===== src/rtl/if_fetch_unit.sv =====
// if_fetch_unit: instruction fetch with 2-credit request window, in-order PC tagging,
// a 2-entry response FIFO behind the IF/ID register, and redirect flush with stale-response drop.
module if_fetch_unit #(
    parameter logic [31:0] RESET_PC = 32'h0000_0000,
    parameter logic [31:0] NOP_INST = 32'h0000_0013
) (
    input  logic        clk,
    input  logic        rst,
    output logic        im_req_valid,
    output logic [31:0] im_req_addr,
    input  logic        im_req_ready,
    input  logic        im_rsp_valid,
    input  logic [31:0] im_rsp_inst,
    input  logic        redirect_valid,
    input  logic [31:0] redirect_pc,
    input  logic        id_stall,
    output logic        id_valid,
    output logic [31:0] id_pc,
    output logic [31:0] id_inst
);
    logic [31:0] pc, id_inst_q;
    logic [1:0]  inflight, drop_cnt, fifo_count, tag_count, inflight_nxt;
    logic [31:0] tag_q [2];
    logic [31:0] fpc_q [2];
    logic [31:0] finst_q [2];
    logic        started, acc, rsp_live, load, bypass, fifo_pop, fifo_push, fifo_wr, tag_wr;
    always_comb begin
        im_req_addr  = pc;
        im_req_valid = started && !redirect_valid && ({1'b0, inflight} + {1'b0, fifo_count} < 3'd2);
        acc          = im_req_valid && im_req_ready;
        rsp_live     = im_rsp_valid && drop_cnt == 2'd0;
        load         = !id_valid || !id_stall;
        fifo_pop     = load && fifo_count != 2'd0;
        bypass       = load && fifo_count == 2'd0 && rsp_live;
        fifo_push    = rsp_live && !bypass;
        fifo_wr      = fifo_count[0] ^ fifo_pop;
        tag_wr       = tag_count[0] ^ rsp_live;
        inflight_nxt = inflight + {1'b0, acc} - {1'b0, im_rsp_valid};
        id_inst      = id_valid ? id_inst_q : NOP_INST;
    end
    // started holds off requests until the first edge after reset release
    always_ff @(posedge clk or negedge rst) begin
        if (!rst) begin
            pc         <= RESET_PC;
            started    <= 1'b0;
            inflight   <= 2'd0;
            drop_cnt   <= 2'd0;
            fifo_count <= 2'd0;
            tag_count  <= 2'd0;
            id_valid   <= 1'b0;
            id_pc      <= 32'd0;
            id_inst_q  <= NOP_INST;
            tag_q[0]   <= 32'd0;
            tag_q[1]   <= 32'd0;
            fpc_q[0]   <= 32'd0;
            fpc_q[1]   <= 32'd0;
            finst_q[0] <= 32'd0;
            finst_q[1] <= 32'd0;
        end else begin
            started  <= 1'b1;
            inflight <= inflight_nxt;
            if (redirect_valid) begin
                pc         <= redirect_pc & ~32'd3;
                fifo_count <= 2'd0;
                tag_count  <= 2'd0;
                id_valid   <= 1'b0;
                drop_cnt   <= inflight_nxt;
            end else begin
                if (acc) pc <= pc + 32'd4;
                if (im_rsp_valid && drop_cnt != 2'd0) drop_cnt <= drop_cnt - 2'd1;
                if (rsp_live) tag_q[0] <= tag_q[1];
                if (acc) tag_q[tag_wr] <= pc;
                tag_count <= tag_count + {1'b0, acc} - {1'b0, rsp_live};
                if (fifo_pop) begin
                    fpc_q[0]   <= fpc_q[1];
                    finst_q[0] <= finst_q[1];
                end
                if (fifo_push) begin
                    fpc_q[fifo_wr]   <= tag_q[0];
                    finst_q[fifo_wr] <= im_rsp_inst;
                end
                fifo_count <= fifo_count - {1'b0, fifo_pop} + {1'b0, fifo_push};
                if (load) begin
                    id_valid <= fifo_pop || bypass;
                    if (fifo_pop) begin
                        id_pc     <= fpc_q[0];
                        id_inst_q <= finst_q[0];
                    end else if (bypass) begin
                        id_pc     <= tag_q[0];
                        id_inst_q <= im_rsp_inst;
                    end
                end
            end
        end
    end
endmodule

===== config.mk =====
export PLATFORM = sky130hd
export DESIGN_NAME = if_fetch_unit
export DESIGN_NICKNAME = d
export VERILOG_FILES = /design/src/rtl/if_fetch_unit.sv
export SDC_FILE = /design/constraint.sdc
export NUM_CORES = 1
export LEC_CHECK = 0
export BUFFER_PORTS_ARGS = -buffer_cell sky130_fd_sc_hd__clkbuf_2
export CORE_MARGIN = 2
export CORE_UTILIZATION = 31
export DETAILED_ROUTE_END_ITERATION = 16
export MAX_ROUTING_LAYER = met4
export PLACE_DENSITY = 0.52
export RECOVER_POWER = 25
export SLEW_MARGIN = 20
export SYNTH_ARGS = -nofsm -noshare
export SYNTH_HDL_FRONTEND = slang
export SYNTH_SLANG_ARGS = --single-unit

===== constraint.sdc =====
create_clock -name clk -period 5.35 [get_ports clk]
set_input_delay 0.8025 -clock clk [delete_from_list [all_inputs] [get_ports clk]]
set_output_delay 0.8025 -clock clk [all_outputs]
set_load 0.1 [all_outputs]

**Word level (Yosys, flattened, before mapping)**

Cells that the tools add are included.

- Register bits after elaboration: 298
- Logic and storage cells: 91

- Add/sub/neg operators: 9
- Order comparisons: 5
- Mux-type cells: 29
- Bitwise logic cells: 5
- Reductions and logical operators: 28

Operators with widths:

| cell | count |
|---|---|
| 2-to-1 mux 32 bit | 15 |
| bitwise mux 64 bit | 3 |
| 2-to-1 mux 64 bit | 3 |
| demux 32 bit (select 1 bit) | 2 |
| adder 32 x 3 -> 32 bit, second input constant | 1 |
| nonzero test 2 bit | 6 |
| logical AND 1 bit | 11 |
| 2-to-1 mux 2 bit | 4 |
| adder 2 x 1 -> 2 bit | 3 |
| subtractor 2 x 1 -> 2 bit | 3 |
| greater-or-equal comparator 2 bit, second input constant | 2 |
| logical NOT 1 bit | 4 |
| logical NOT 2 bit | 2 |
| less-than comparator 2 x 1 -> 1 bit, second input constant | 2 |
| NOT 1 -> 2 bit | 2 |
| AND reduction 2 bit | 2 |
| adder 2 x 2 -> 3 bit | 1 |
| less-than comparator 3 x 2 -> 1 bit, second input constant | 1 |
| AND reduction 3 bit | 1 |
| logical OR 1 bit | 2 |
| 2-to-1 mux 1 bit | 2 |
| subtractor 2 x 1 -> 2 bit, second input constant | 1 |
| XOR 1 bit | 2 |
| NOT 1 bit | 1 |

**Logic depth before layout (Yosys ltp)**

- Depth after elaboration: 11
- Depth in mapped cells: 11
- Depth with buffers taken out: 11

**Worst setup path after synthesis**

OpenSTA, ideal clock, no wires.

- Path type: reg-to-reg
- Start point: register fifo_count[0]
- End point: register drop_cnt[1]
- Arrival time: 3.394 ns
- Data required time: 5.215 ns
- Slack: 1.822 ns
- Cell stages (with the launch flop): 12
- Path buffers: 0
- Period minus slack after synthesis: 3.528 ns
- Cell sequence: dfrtp_1 -> and2_1 -> fa_1 -> nor4b_4 -> nand2_2 -> ha_1 -> inv_1 -> ha_1 -> xnor2_1 -> xnor2_1 -> nand2_1 -> o21ai_0

- Word-level cells in the longest chain between the ends: 7

RTL lines:

| item | line | RTL |
|---|---|---|
| start: declaration | 22 | `logic [1:0] inflight, drop_cnt, fifo_count, tag_count, inflight_nxt;` |
| start signal: assignment | 82 | `fifo_count <= fifo_count - {1'b0, fifo_pop} + {1'b0, fifo_push};` |
| adder 2 x 2 -> 3 bit | 29 | `im_req_valid = started && !redirect_valid && ({1'b0, inflight} + {1'b0, fifo_count} < 3'd2);` |
| less-than comparator 3 x 2 -> 1 bit | 29 |  |
| logical AND 1 bit | 29 |  |
| net im_req_valid | 9 | `output logic im_req_valid,` |
| logical AND 1 bit | 30 | `acc = im_req_valid && im_req_ready;` |
| adder 2 x 1 -> 2 bit | 38 | `inflight_nxt = inflight + {1'b0, acc} - {1'b0, im_rsp_valid};` |
| subtractor 2 x 1 -> 2 bit | 38 |  |
| net inflight_nxt[1] | 22 |  |
| 2-to-1 mux 2 bit | 62 | `if (redirect_valid) begin` |
| end signal: assignment | 67 | `drop_cnt <= inflight_nxt;` |
| end signal: assignment | 70 | `if (im_rsp_valid && drop_cnt != 2'd0) drop_cnt <= drop_cnt - 2'd1;` |
| end: declaration | 22 |  |

The timed path passes the listed nets, and every way through them passes these cells.
A chain may end at the register's enable or synchronous reset.

**Final worst setup path**

- Start point: register fifo_count[0]
- End point: output port im_req_valid

- Word-level cells in the longest chain between the ends: 3

RTL lines:

| item | line |
|---|---|
| adder 2 x 2 -> 3 bit | 29 |
| less-than comparator 3 x 2 -> 1 bit | 29 |
| logical AND 1 bit | 29 |
| end: declaration | 9 |

No other way between the ends.

==> out/results.ini <==
[status]
run_status=finished, violations left
violated_checks=max-capacitance violations, max-slew violations

[sta]
timing.final.crit_period_ns=3.47
max_freq_mhz=288
fin_worst_skew_ns=0.0213
timing.slew.headroom_pct=-75.0
timing.final.ws_setup_ns=1.88
worstMarginPinSlew_ns=2.63
setup_viol=0
finalMaxSlewViolations=97
final-hold-violation-count=0
grt_setup_unrepaired=false
finalCritPeriodShare_pct=64.9
timing.setup.tns_ns=0

[synth]
main_flop_type_after_synthesis=sky130_fd_sc_hd__dfrtp_1
synth_enable_flop_cells=0
yosysUniqueCellTypes=58
synth_seq_area_share_pct=55.9
ys_warn_count=0
syn-mean-instance-area_um2=11.5
synth.ff_latch_count=293
post_synth_instance_area_um2=13100
synth-async-reset-ratio_pct=100
synthCells=1138

[worst_setup_path]
rrSetupSlack_ns=2.03
critical_path.startpoint=fifo_count[0]
start_kind=flop
critical_path_class=flop to primary output
critPathCapture=im_req_valid
crit_path_max_fanout=8
critical_r2r_capture=fpc_q[62]
worst-endpoint-arrival_ns=2.67
critPathCaptureType=primary output
crit_required_ns=4.55
worst_r2r_startpoint=drop_cnt[0]
ff2ff_path_depth=8

[global_route]
first_global_vias=9349
groute.usage.overall_pct=16.3
globalRoute.totalOverflow=0
grt_start_max_net_pins=111
grt_pass1_wl_um=55000
antenna_violations_before_repair=0

[die]
std_cell_rows=75
floorplan.initialDensity_pct=31.4
dieArea_um2=44000
io_pins=168
fp.dieH_um=210
placeable_core_region_um2=41900
chipWidth_um=210

[clock_tree]
cts_root_buf=sky130_fd_sc_hd__clkbuf_16
clock_path_buffers=3
clkLatencyLatePin_ns=0.54
cts.clk_slew.worst_paths_ns=0.06
cts_tree=yes
cts-buffers-inserted=36
post_cts.repair.setup_buffers=0
cts-htree-levels=2
hold_buffers=0
sinks_on_the_clock_net=293
cts_repair_resizes=0

[drt]
antenna_left=0
drt-vias-per-instance=5.04
wire_per_inst_um=18.7
initialDrtViolationCount=573
initial_drt_pass_iterations=5
detailroute.via_count=9197
post-route-drc-count=0
drt_total_wl_um=34200

[layout]
synthToLayoutAreaGrowth_pct=18.4
drive_gt1_share_pct=26.2
mostFrequentLayoutCell=sky130_fd_sc_hd__dfrtp_1
most-common-layout-cells=sky130_fd_sc_hd__dfrtp_1 (290), sky130_fd_sc_hd__clkbuf_2 (162), sky130_fd_sc_hd__nand2_1 (135)
antenna-diode-count=0
fin_nets=1339

[power]
powerDensity_nw_per_um2=647
power.static_leakage_nw=7.20
peakVddDrop_uv=377

[place]
portBuffers=163
hpwlAfterDp_um=20200
detailedPlace.worstSlack_ns=1.76
gp_routability_congestion=0.758

[min_path]
holdCritPathClass=flop to flop

[job]
max-cap-violations=1

## cell families after synthesis
family                   Yosys count  share of synthesized area, %
AO/OA/AOI/OAI                    331                          17.3
flip-flops                       293                          55.9
AND/OR/NAND/NOR                  248                          9.37
multiplexers                     129                          11.4
buffers and inverters            101                          3.41
XOR/XNOR                          27                          1.80
adder cells (fa/ha/maj)            7                         0.725
other                              2                        0.0572
## Yosys cell counts, types with 2 or more instances
master	n	area, µm²
sky130_fd_sc_hd__dfrtp_1	290	7260
sky130_fd_sc_hd__nand2_1	136	510
sky130_fd_sc_hd__o22a_1	128	1120
sky130_fd_sc_hd__o21ai_0	122	611
sky130_fd_sc_hd__mux2_2	62	698
sky130_fd_sc_hd__clkbuf_1	58	218
sky130_fd_sc_hd__o22ai_1	58	363
sky130_fd_sc_hd__mux2i_1	37	370
sky130_fd_sc_hd__and2_1	33	206
sky130_fd_sc_hd__mux2_4	25	375
sky130_fd_sc_hd__xor2_1	16	140
sky130_fd_sc_hd__nand3_1	14	70.1
sky130_fd_sc_hd__buf_2	13	65.1
sky130_fd_sc_hd__nand4_1	12	75.1
sky130_fd_sc_hd__xnor2_1	11	96.3
sky130_fd_sc_hd__inv_1	10	37.5
sky130_fd_sc_hd__nor2_1	10	37.5
sky130_fd_sc_hd__buf_1	9	33.8
sky130_fd_sc_hd__buf_4	8	60.1
sky130_fd_sc_hd__nand2b_1	8	50.1
sky130_fd_sc_hd__ha_1	6	75.1
sky130_fd_sc_hd__nor3_1	6	30.0
sky130_fd_sc_hd__and3_1	5	31.3
sky130_fd_sc_hd__mux2_1	5	56.3
sky130_fd_sc_hd__a21oi_1	4	20.0
sky130_fd_sc_hd__nor2b_1	4	25.0
sky130_fd_sc_hd__a221o_1	3	30.0
sky130_fd_sc_hd__a31oi_1	3	18.8
sky130_fd_sc_hd__and4_1	3	26.3
sky130_fd_sc_hd__buf_6	3	33.8
sky130_fd_sc_hd__dfstp_2	3	78.8
sky130_fd_sc_hd__nor4_1	3	18.8
sky130_fd_sc_hd__o31ai_1	3	22.5
sky130_fd_sc_hd__conb_1	2	7.51
sky130_fd_sc_hd__or2_1	2	12.5
## power by group
group / total (mW) / switching (mW) / internal (mW) / leakage, nW
combinational: 4.06 / 2.72 / 1.34 / 2.92
clock: 2.36 / 0.950 / 1.41 / 0.568
sequential: 3.63 / 0.539 / 3.09 / 3.71
total: 10.1 / 4.21 / 5.85 / 7.20
## critical path: stages, from the launching register on
cell and delay (ns):
sky130_fd_sc_hd__dfrtp_1 0.47, sky130_fd_sc_hd__and2_1 0.19, sky130_fd_sc_hd__fa_1 0.52, sky130_fd_sc_hd__nor4b_4 0.42
sky130_fd_sc_hd__clkbuf_2 0.54
## through the flow
step	instances	power (mW)	cell area (µm²)	hold slack (ns)	utilization, %
finish	1826	10.1	15500	0.469	37.1
detailed placement	1763	7.78	14400	0.463	34.4
global route	1826	10.7	15500	0.459	37.1
global placement	1763	7.69	14400	0.453	34.4
CTS	1826	10.2	15500	0.323	37.1
floorplan	1139	6.83	13100	0.442	-
## sequential cells by signal (all words and copies together) (netlist names)
signal	count
id_pc	32
im_req_addr	30
finst_q	64
fifo_count	2
tag_q	62
started	1
id_inst_q	32
drop_cnt	2
tag_count	1
id_valid	1
fpc_q	64
inflight	2
## worst min-delay path by stage
stage | from | end | slack [ns] | depth (start not counted)
floorplan | id_inst_q[10] | id_inst_q[10] | 0.44 | 2
finish | id_inst_q[23] | id_inst_q[23] | 0.47 | 2
global placement | id_inst_q[14] | id_inst_q[14] | 0.45 | 2
detailed placement | id_inst_q[18] | id_inst_q[18] | 0.46 | 2
global route | redirect_pc[10] | im_req_addr[10] | 0.46 | 3
CTS | rst | id_inst_q[28] | 0.32 | 1
## area by class of cell
type / count / area [µm²]
timing repair buffer: 176 / 941
clock inverter: 7 / 46.3
tap: 539 / 674
sequential: 293 / 7340
inverter: 10 / 37.5
fill: 4157 / 26300
clock buffer: 56 / 1100
multi-input combinational: 745 / 5410
## per-layer routing
metal / global-route usage, % / part of all wire [%] / vias to the layer above
met3: 3.34 / 5.1 / 40
met2: 23.5 / 44 / 231
li1: - / - / 4392
met4: 4.70 / 1.6 / 0
met1: 23.2 / 50 / 4534
met5: - / 0 / -
(Power assumes the default switching activity.)
